<file path="config.mk">
export PLATFORM = sky130hd
export DESIGN_NAME = qpsk_demodulator_flat
export DESIGN_NICKNAME = d
export VERILOG_FILES = /design/src/rtl/qpsk_demodulator_pkg.sv /design/src/rtl/qpsk_demodulator_if.sv /design/src/rtl/qpsk_demodulator_correlator.sv /design/src/rtl/qpsk_demodulator.sv /design/src/flat_wrapper.sv
export SDC_FILE = /design/constraint.sdc
export NUM_CORES = 1
export LEC_CHECK = 0
export CAP_MARGIN = 20
export CELL_PAD_IN_SITES_DETAIL_PLACEMENT = 0
export CELL_PAD_IN_SITES_GLOBAL_PLACEMENT = 1
export CORE_UTILIZATION = 45
export CTS_BUF_LIST = sky130_fd_sc_hd__clkbuf_4 sky130_fd_sc_hd__clkbuf_8
export CTS_CLUSTER_SIZE = 8
export DETAILED_ROUTE_END_ITERATION = 8
export PLACE_DENSITY = 0.87
export SLEW_MARGIN = 5
export SYNTH_ARGS = -nofsm -noshare
export SYNTH_HDL_FRONTEND = slang
export SYNTH_SLANG_ARGS = --single-unit
</file>
<file path="constraint.sdc">
create_clock -name clk -period 12.9 [get_ports clk]
set_input_delay 2.58 -clock clk [delete_from_list [all_inputs] [get_ports clk]]
set_output_delay 2.58 -clock clk [all_outputs]
set_load 0.02 [all_outputs]
</file>
<file path="src/rtl/qpsk_demodulator_pkg.sv">
// Shared QPSK definitions: symbol type, constellation constants and demodulator FSM states.
// The modulator uses the same symbol constants so the bit mapping has a single definition.
package qpsk_pkg;
  localparam int SAMPLE_W = 12;

  typedef logic [1:0] qpsk_sym_t;

  localparam qpsk_sym_t SYM_NEG_COS = 2'b00;
  localparam qpsk_sym_t SYM_NEG_SIN = 2'b01;
  localparam qpsk_sym_t SYM_POS_COS = 2'b10;
  localparam qpsk_sym_t SYM_POS_SIN = 2'b11;

  typedef enum logic [1:0] {
    ST_IDLE   = 2'd0,
    ST_ACCUM  = 2'd1,
    ST_DECIDE = 2'd2
  } qpsk_state_t;
endpackage

</file>
<file path="src/rtl/qpsk_demodulator_if.sv">
// Sample-in / symbol-out bundle of the QPSK demodulator, plus FSM state for observation.
// QPSK_DEMOD_ERASURE_EN adds the sym_erasure flag.
interface qpsk_demodulator_if #(
  parameter int ACC_W = 27
);
  // sample_valid qualifies rx_sample/sin_ref/cos_ref/sym_start in the same cycle; there is no
  // back-pressure. sym_valid and sync_err are single-cycle pulses; sym_out/corr_mag hold between.
  logic                                 sample_valid;
  logic                                 sym_start;
  logic signed [qpsk_pkg::SAMPLE_W-1:0] rx_sample;
  logic signed [qpsk_pkg::SAMPLE_W-1:0] sin_ref;
  logic signed [qpsk_pkg::SAMPLE_W-1:0] cos_ref;
  qpsk_pkg::qpsk_sym_t                  sym_out;
  logic                                 sym_valid;
  logic [ACC_W-1:0]                     corr_mag;
  logic                                 sync_err;
  qpsk_pkg::qpsk_state_t                state;
`ifdef QPSK_DEMOD_ERASURE_EN
  logic                                 sym_erasure;
`endif

  modport master (
    output sample_valid, sym_start, rx_sample, sin_ref, cos_ref,
    input  sym_out, sym_valid, corr_mag, sync_err, state
`ifdef QPSK_DEMOD_ERASURE_EN
    , input sym_erasure
`endif
  );

  modport slave (
    input  sample_valid, sym_start, rx_sample, sin_ref, cos_ref,
    output sym_out, sym_valid, corr_mag, sync_err, state
`ifdef QPSK_DEMOD_ERASURE_EN
    , output sym_erasure
`endif
  );
endinterface

</file>
<file path="src/rtl/qpsk_demodulator_correlator.sv">
// Signed multiply-accumulate for one correlation branch: load starts a new window,
// accum adds the next product; otherwise the accumulator holds.
module qpsk_correlator
  import qpsk_pkg::*;
#(
  parameter int ACC_W = 27
) (
  input  logic                       clk,
  input  logic                       rst_n,
  input  logic                       load_i,
  input  logic                       accum_i,
  input  logic signed [SAMPLE_W-1:0] a_i,
  input  logic signed [SAMPLE_W-1:0] b_i,
  output logic signed [ACC_W-1:0]    acc_o
);
  logic signed [2*SAMPLE_W-1:0] prod;
  logic signed [ACC_W-1:0]      prod_ext;
  logic signed [ACC_W-1:0]      acc_d;
  logic signed [ACC_W-1:0]      acc_q;

  always_comb begin
    prod     = a_i * b_i;
    prod_ext = ACC_W'(prod);
    acc_d    = acc_q;
    if (load_i) begin
      acc_d = prod_ext;
    end else if (accum_i) begin
      acc_d = acc_q + prod_ext;
    end
  end

  always_ff @(posedge clk) begin
    if (!rst_n) begin
      acc_q <= '0;
    end else begin
      acc_q <= acc_d;
    end
  end

  assign acc_o = acc_q;
endmodule

</file>
<file path="src/rtl/qpsk_demodulator.sv">
// Coherent QPSK demodulator: correlates one symbol window against cos/sin and decides the
// symbol from the dominant branch and its sign. QPSK_DEMOD_ERASURE_EN adds sym_erasure.
module qpsk_demodulator
  import qpsk_pkg::*;
#(
  parameter int SAMPLES_PER_SYM = 8,
  parameter int ACC_W           = 24 + $clog2(SAMPLES_PER_SYM)
`ifdef QPSK_DEMOD_ERASURE_EN
  , parameter int ERASE_THRESH  = 4096
`endif
) (
  input logic               clk,
  input logic               rst_n,
  qpsk_demodulator_if.slave bus
);
  localparam int              CNT_W    = $clog2(SAMPLES_PER_SYM + 1);
  localparam logic [CNT_W-1:0] CNT_LAST = CNT_W'(SAMPLES_PER_SYM);

  qpsk_state_t             state_q;
  logic [CNT_W-1:0]        count_q;
  logic [CNT_W-1:0]        count_d;
  qpsk_sym_t               sym_out_q;
  logic                    sym_valid_q;
  logic [ACC_W-1:0]        corr_mag_q;
  logic                    sync_err_q;

  logic                    load;
  logic                    accum;
  logic signed [ACC_W-1:0] acc_c;
  logic signed [ACC_W-1:0] acc_s;
  logic signed [ACC_W-1:0] abs_c;
  logic signed [ACC_W-1:0] abs_s;
  logic signed [ACC_W-1:0] win_mag;
  qpsk_sym_t               win_sym;

  // Any qualified sym_start (re)loads; only ACCUM adds non-start samples.
  always_comb begin
    load    = bus.sample_valid && bus.sym_start;
    accum   = bus.sample_valid && !bus.sym_start && (state_q == ST_ACCUM);
    count_d = count_q + 1'b1;
  end

  qpsk_correlator #(.ACC_W(ACC_W)) u_corr_cos (
    .clk(clk), .rst_n(rst_n), .load_i(load), .accum_i(accum),
    .a_i(bus.rx_sample), .b_i(bus.cos_ref), .acc_o(acc_c)
  );

  qpsk_correlator #(.ACC_W(ACC_W)) u_corr_sin (
    .clk(clk), .rst_n(rst_n), .load_i(load), .accum_i(accum),
    .a_i(bus.rx_sample), .b_i(bus.sin_ref), .acc_o(acc_s)
  );

  // Decision uses the accumulators as held this cycle, before any reload lands; ties go to cos.
  always_comb begin
    abs_c = acc_c[ACC_W-1] ? -acc_c : acc_c;
    abs_s = acc_s[ACC_W-1] ? -acc_s : acc_s;
    if (abs_c >= abs_s) begin
      win_mag = abs_c;
      win_sym = acc_c[ACC_W-1] ? SYM_NEG_COS : SYM_POS_COS;
    end else begin
      win_mag = abs_s;
      win_sym = acc_s[ACC_W-1] ? SYM_NEG_SIN : SYM_POS_SIN;
    end
  end

`ifdef QPSK_DEMOD_ERASURE_EN
  logic sym_erasure_q;
  always_ff @(posedge clk) begin
    if (!rst_n) begin
      sym_erasure_q <= 1'b0;
    end else if (state_q == ST_DECIDE) begin
      sym_erasure_q <= (win_mag < ACC_W'(ERASE_THRESH));
    end
  end
  assign bus.sym_erasure = sym_erasure_q;
`endif

  always_ff @(posedge clk) begin
    if (!rst_n) begin
      state_q     <= ST_IDLE;
      count_q     <= '0;
      sym_out_q   <= SYM_NEG_COS;
      sym_valid_q <= 1'b0;
      corr_mag_q  <= '0;
      sync_err_q  <= 1'b0;
    end else begin
      sym_valid_q <= 1'b0;
      sync_err_q  <= 1'b0;
      case (state_q)
        ST_IDLE: begin
          if (load) begin
            count_q <= CNT_W'(1);
            state_q <= ST_ACCUM;
          end
        end
        ST_ACCUM: begin
          if (load) begin
            count_q    <= CNT_W'(1);
            sync_err_q <= 1'b1;
          end else if (bus.sample_valid) begin
            count_q <= count_d;
            if (count_d == CNT_LAST) begin
              state_q <= ST_DECIDE;
            end
          end
        end
        ST_DECIDE: begin
          sym_valid_q <= 1'b1;
          sym_out_q   <= win_sym;
          corr_mag_q  <= win_mag;
          if (load) begin
            count_q <= CNT_W'(1);
            state_q <= ST_ACCUM;
          end else begin
            state_q <= ST_IDLE;
          end
        end
        default: state_q <= ST_IDLE;
      endcase
    end
  end

  assign bus.sym_out   = sym_out_q;
  assign bus.sym_valid = sym_valid_q;
  assign bus.corr_mag  = corr_mag_q;
  assign bus.sync_err  = sync_err_q;
  assign bus.state     = state_q;
endmodule
</file>
<file path="src/flat_wrapper.sv">
// flat-port wrapper written by rule: the top's interface ports become plain ports
module qpsk_demodulator_flat import qpsk_pkg::*;
#(
  parameter int SAMPLES_PER_SYM = 8,
  parameter int ACC_W           = 24 + $clog2(SAMPLES_PER_SYM)

)
  (clk, rst_n, bus_sample_valid, bus_sym_start, bus_rx_sample, bus_sin_ref, bus_cos_ref, bus_sym_out, bus_sym_valid, bus_corr_mag, bus_sync_err, bus_state);
  qpsk_demodulator_if #(.ACC_W(ACC_W)) bus_i ();
  input logic clk;
  input logic rst_n;
  input wire logic [$bits(bus_i.sample_valid)-1:0] bus_sample_valid;
  input wire logic [$bits(bus_i.sym_start)-1:0] bus_sym_start;
  input wire logic [$bits(bus_i.rx_sample)-1:0] bus_rx_sample;
  input wire logic [$bits(bus_i.sin_ref)-1:0] bus_sin_ref;
  input wire logic [$bits(bus_i.cos_ref)-1:0] bus_cos_ref;
  output wire logic [$bits(bus_i.sym_out)-1:0] bus_sym_out;
  output wire logic [$bits(bus_i.sym_valid)-1:0] bus_sym_valid;
  output wire logic [$bits(bus_i.corr_mag)-1:0] bus_corr_mag;
  output wire logic [$bits(bus_i.sync_err)-1:0] bus_sync_err;
  output wire logic [$bits(bus_i.state)-1:0] bus_state;
  assign bus_i.sample_valid = bus_sample_valid;
  assign bus_i.sym_start = bus_sym_start;
  assign bus_i.rx_sample = bus_rx_sample;
  assign bus_i.sin_ref = bus_sin_ref;
  assign bus_i.cos_ref = bus_cos_ref;
  assign bus_sym_out = bus_i.sym_out;
  assign bus_sym_valid = bus_i.sym_valid;
  assign bus_corr_mag = bus_i.corr_mag;
  assign bus_sync_err = bus_i.sync_err;
  assign bus_state = bus_i.state;
  qpsk_demodulator #(.SAMPLES_PER_SYM(SAMPLES_PER_SYM), .ACC_W(ACC_W)) u_core (.clk(clk), .rst_n(rst_n), .bus(bus_i));
endmodule
</file>
==> results_dict.tcl <==
set metrics [dict create \
    fin_crit_ps 10750 \
    ys_types 70 \
    cts_resized 0 \
    grtUsageTotal_pct 23.3 \
    worst_pin_slew_ps 1110 \
    rows 74 \
    rsz0062_at_grt "no" \
    drc_errors 7 \
    cts_setup_buffers 0 \
    antenna_found_initial 0 \
    portBuffers 72 \
    cp_max_fo 24 \
    cts-buffers-inserted 9 \
    final_common_cell "inv_1" \
    finalCritPeriodShare_pct 83.3 \
    clock_path_buffers 2 \
    fillers 3988 \
    grt_overflow 0 \
    synthMuxAreaShare_pct 0.332 \
    cp_data_arrival_time_ps 11060 \
    finalMaxSlewViolations 0 \
    synth_top_family_by_area "adder cells" \
    ys.flop_type "dfxtp_1" \
    hold_viol 0 \
    via_count 15507 \
    final_cell_area_um2 20200 \
    outcome "finished with violations" \
    synth_edf_count 0 \
    die_w_um 207 \
    htreeDepth 3 \
    synth_warnings 0 \
    via_per_inst 5.53 \
    skew_ps 21.1 \
    async_flop_share_pct 0 \
    cp-start-kind "input pin" \
    setup_viol 0 \
    clkSinkCount 91 \
    drv_cap 0 \
    final_cell_mix "355 x inv_1, 278 x fa_1, 270 x nand2_1" \
    drtAntennaViolNets 0 \
    first_pass_iters 9 \
    nNetsFinal 2769 \
    path_clk_slew_ps 100 \
    hpwl_um 38500 \
    syn2layout_area_growth_pct 7.12 \
    cts-root-buf "clkbuf_8" \
    ioPinCount 73 \
    syn_nets 2768 \
    min_path_type "reg2reg" \
    synth_fa_ha_area_share_pct 41.8 \
    synthSimpleGateAreaFrac_pct 16.7 \
    start_util_pct 45.9 \
    multiInputGateArea_um2 15300 \
    wl_per_cell_um 17.3 \
    seq_area_um2 1820 \
    place.gp.congestion 0.890 \
    synth-compound-area-share_pct 16.2 \
    failed_checks "design-rule violations" \
    required_ps 13210 \
    wirelength_um 48400 \
    antenna_cells 0 \
    grt_pass1_wl_um 79400 \
    slew_headroom_pct 25.7 \
    die_y_um 207 \
    synth_seq_cells 91 \
    syn_avg_cell_area_um2 8.33 \
    dieArea_um2 42700 \
    coreArea_um2 41100 \
    synth_xor_area_share_pct 6.15 \
    grt_max_degree 58 \
    syn_inst 2264 \
    syn-cell-area_um2 18900 \
    drive_gt1_share_pct 2.69 \
    path_class "in2reg" \
    cts_tree "built" \
    yosysTopAreaCell "fa_1" \
    finalSetupTns_ps 0 \
    synth_area_leaders "fa_1 29%, ha_1 12%, dfxtp_1 9.7%" \
    yosysTopAreaCellShare_pct 29.5 \
    dpl-instance-area_um2 20000 \
    hold_buffers 0 \
    ys_seq_area_share_pct 9.66 \
    drtIter0Drc 927 \
    clk_latency_ps 400 \
    first_global_vias 15614 \
    cp-end-kind "register" \
    fmax_mhz 93.0 \
]
## worst max-delay path: stages
cell             delay [ps]
clkdlybuf4s50_1        1010
and2_1                  420
fa_1                    540
inv_1                    60
fa_1                    530
inv_1                    60
fa_1                    470
fa_1                    500
inv_1                    50
fa_1                    470
inv_1                    40
ha_1                    340
a21o_1                  180
a21o_1                  190
a211oi_1                250
a211oi_1                110
o41ai_1                 370
nor2b_1                 210
xnor2_1                 160
ha_1                    340
nor2b_1                 170
o21a_1                  180
nor4_1                  180
o31ai_1                 120
a2111oi_0               800
o21ai_0                 210
o311a_1                 330
a31oi_1                 160
## kinds of logic after synthesis
| family | Yosys count |
|---|---|
| mux | 6 |
| fa+ha+maj | 464 |
| simple gates | 649 |
| buf+inv | 458 |
| xor+xnor | 131 |
| compound gates | 465 |
| flops | 91 |
## state kept, by name, summed over array words and instances, names as in the netlist
register / cells
u_core.bus.sym_out: 2
u_core.u_corr_sin.acc_o: 27
u_core.count_q: 4
u_core.bus.sym_valid: 1
u_core.bus.sync_err: 1
u_core.bus.state: 2
u_core.u_corr_cos.acc_o: 27
u_core.bus.corr_mag: 27
## worst paths after layout
path / depth (start not counted) / from / slack [ps] / to
max reg2reg: 17 / u_core.u_corr_sin.acc_o[0] / 7150 / u_core.bus.corr_mag[11]
max: 28 / bus_rx_sample[5] / 2150 / u_core.u_corr_cos.acc_o[26]
min: 2 / u_core.bus.corr_mag[3] / 460 / u_core.bus.corr_mag[3]
min reg2reg: 2 / u_core.bus.corr_mag[3] / 460 / u_core.bus.corr_mag[3]
## final cells by class
cell class	count	area share, %
Clock buffer	10	0.650
Clock inverter	6	0.235
Inverter	358	6.65
Multi-Input combinational cell	1715	75.9
Sequential cell	91	9.01
Tap cell	532	3.29
Timing Repair Buffer	90	4.27
## synthesized netlist by cell type (36+ instances only)
| cell | number |
|---|---|
| o31ai_1 | 36 |
| nand2_1 | 270 |
| a21oi_1 | 131 |
| ha_1 | 186 |
| dfxtp_1 | 91 |
| nor2_1 | 86 |
| clkbuf_1 | 99 |
| and3_1 | 39 |
| xnor2_1 | 86 |
| nand3_1 | 52 |
| a21o_1 | 50 |
| o21ai_0 | 79 |
| xor2_1 | 44 |
| and2_1 | 95 |
| inv_1 | 355 |
| fa_1 | 278 |
## per-layer routing
metal	global-route usage, %	share of wire, %	vias up
met3	2.24	5.6	39
li1	-	-	7477
met1	32.9	47	7557
met2	38.7	47	434
met4	5.01	1.4	0
met5	0	0	-
## stage by stage
step | hold slack [ps] | setup WS, ps | std cells | utilization (%)
finish | 464 | 2150 | 2802 | 49.2
global placement | 458 | 2040 | 2784 | 48.7
global route | 495 | 1670 | 2802 | 49.2
detailed placement | 457 | 1820 | 2784 | 48.7
CTS | 469 | 2240 | 2800 | 49.1
floorplan | 471 | 3410 | 2264 | -
Power is left out: the tool's default activity adds up to more than one toggle a clock period on the data nets, which glitch-free logic cannot reach.
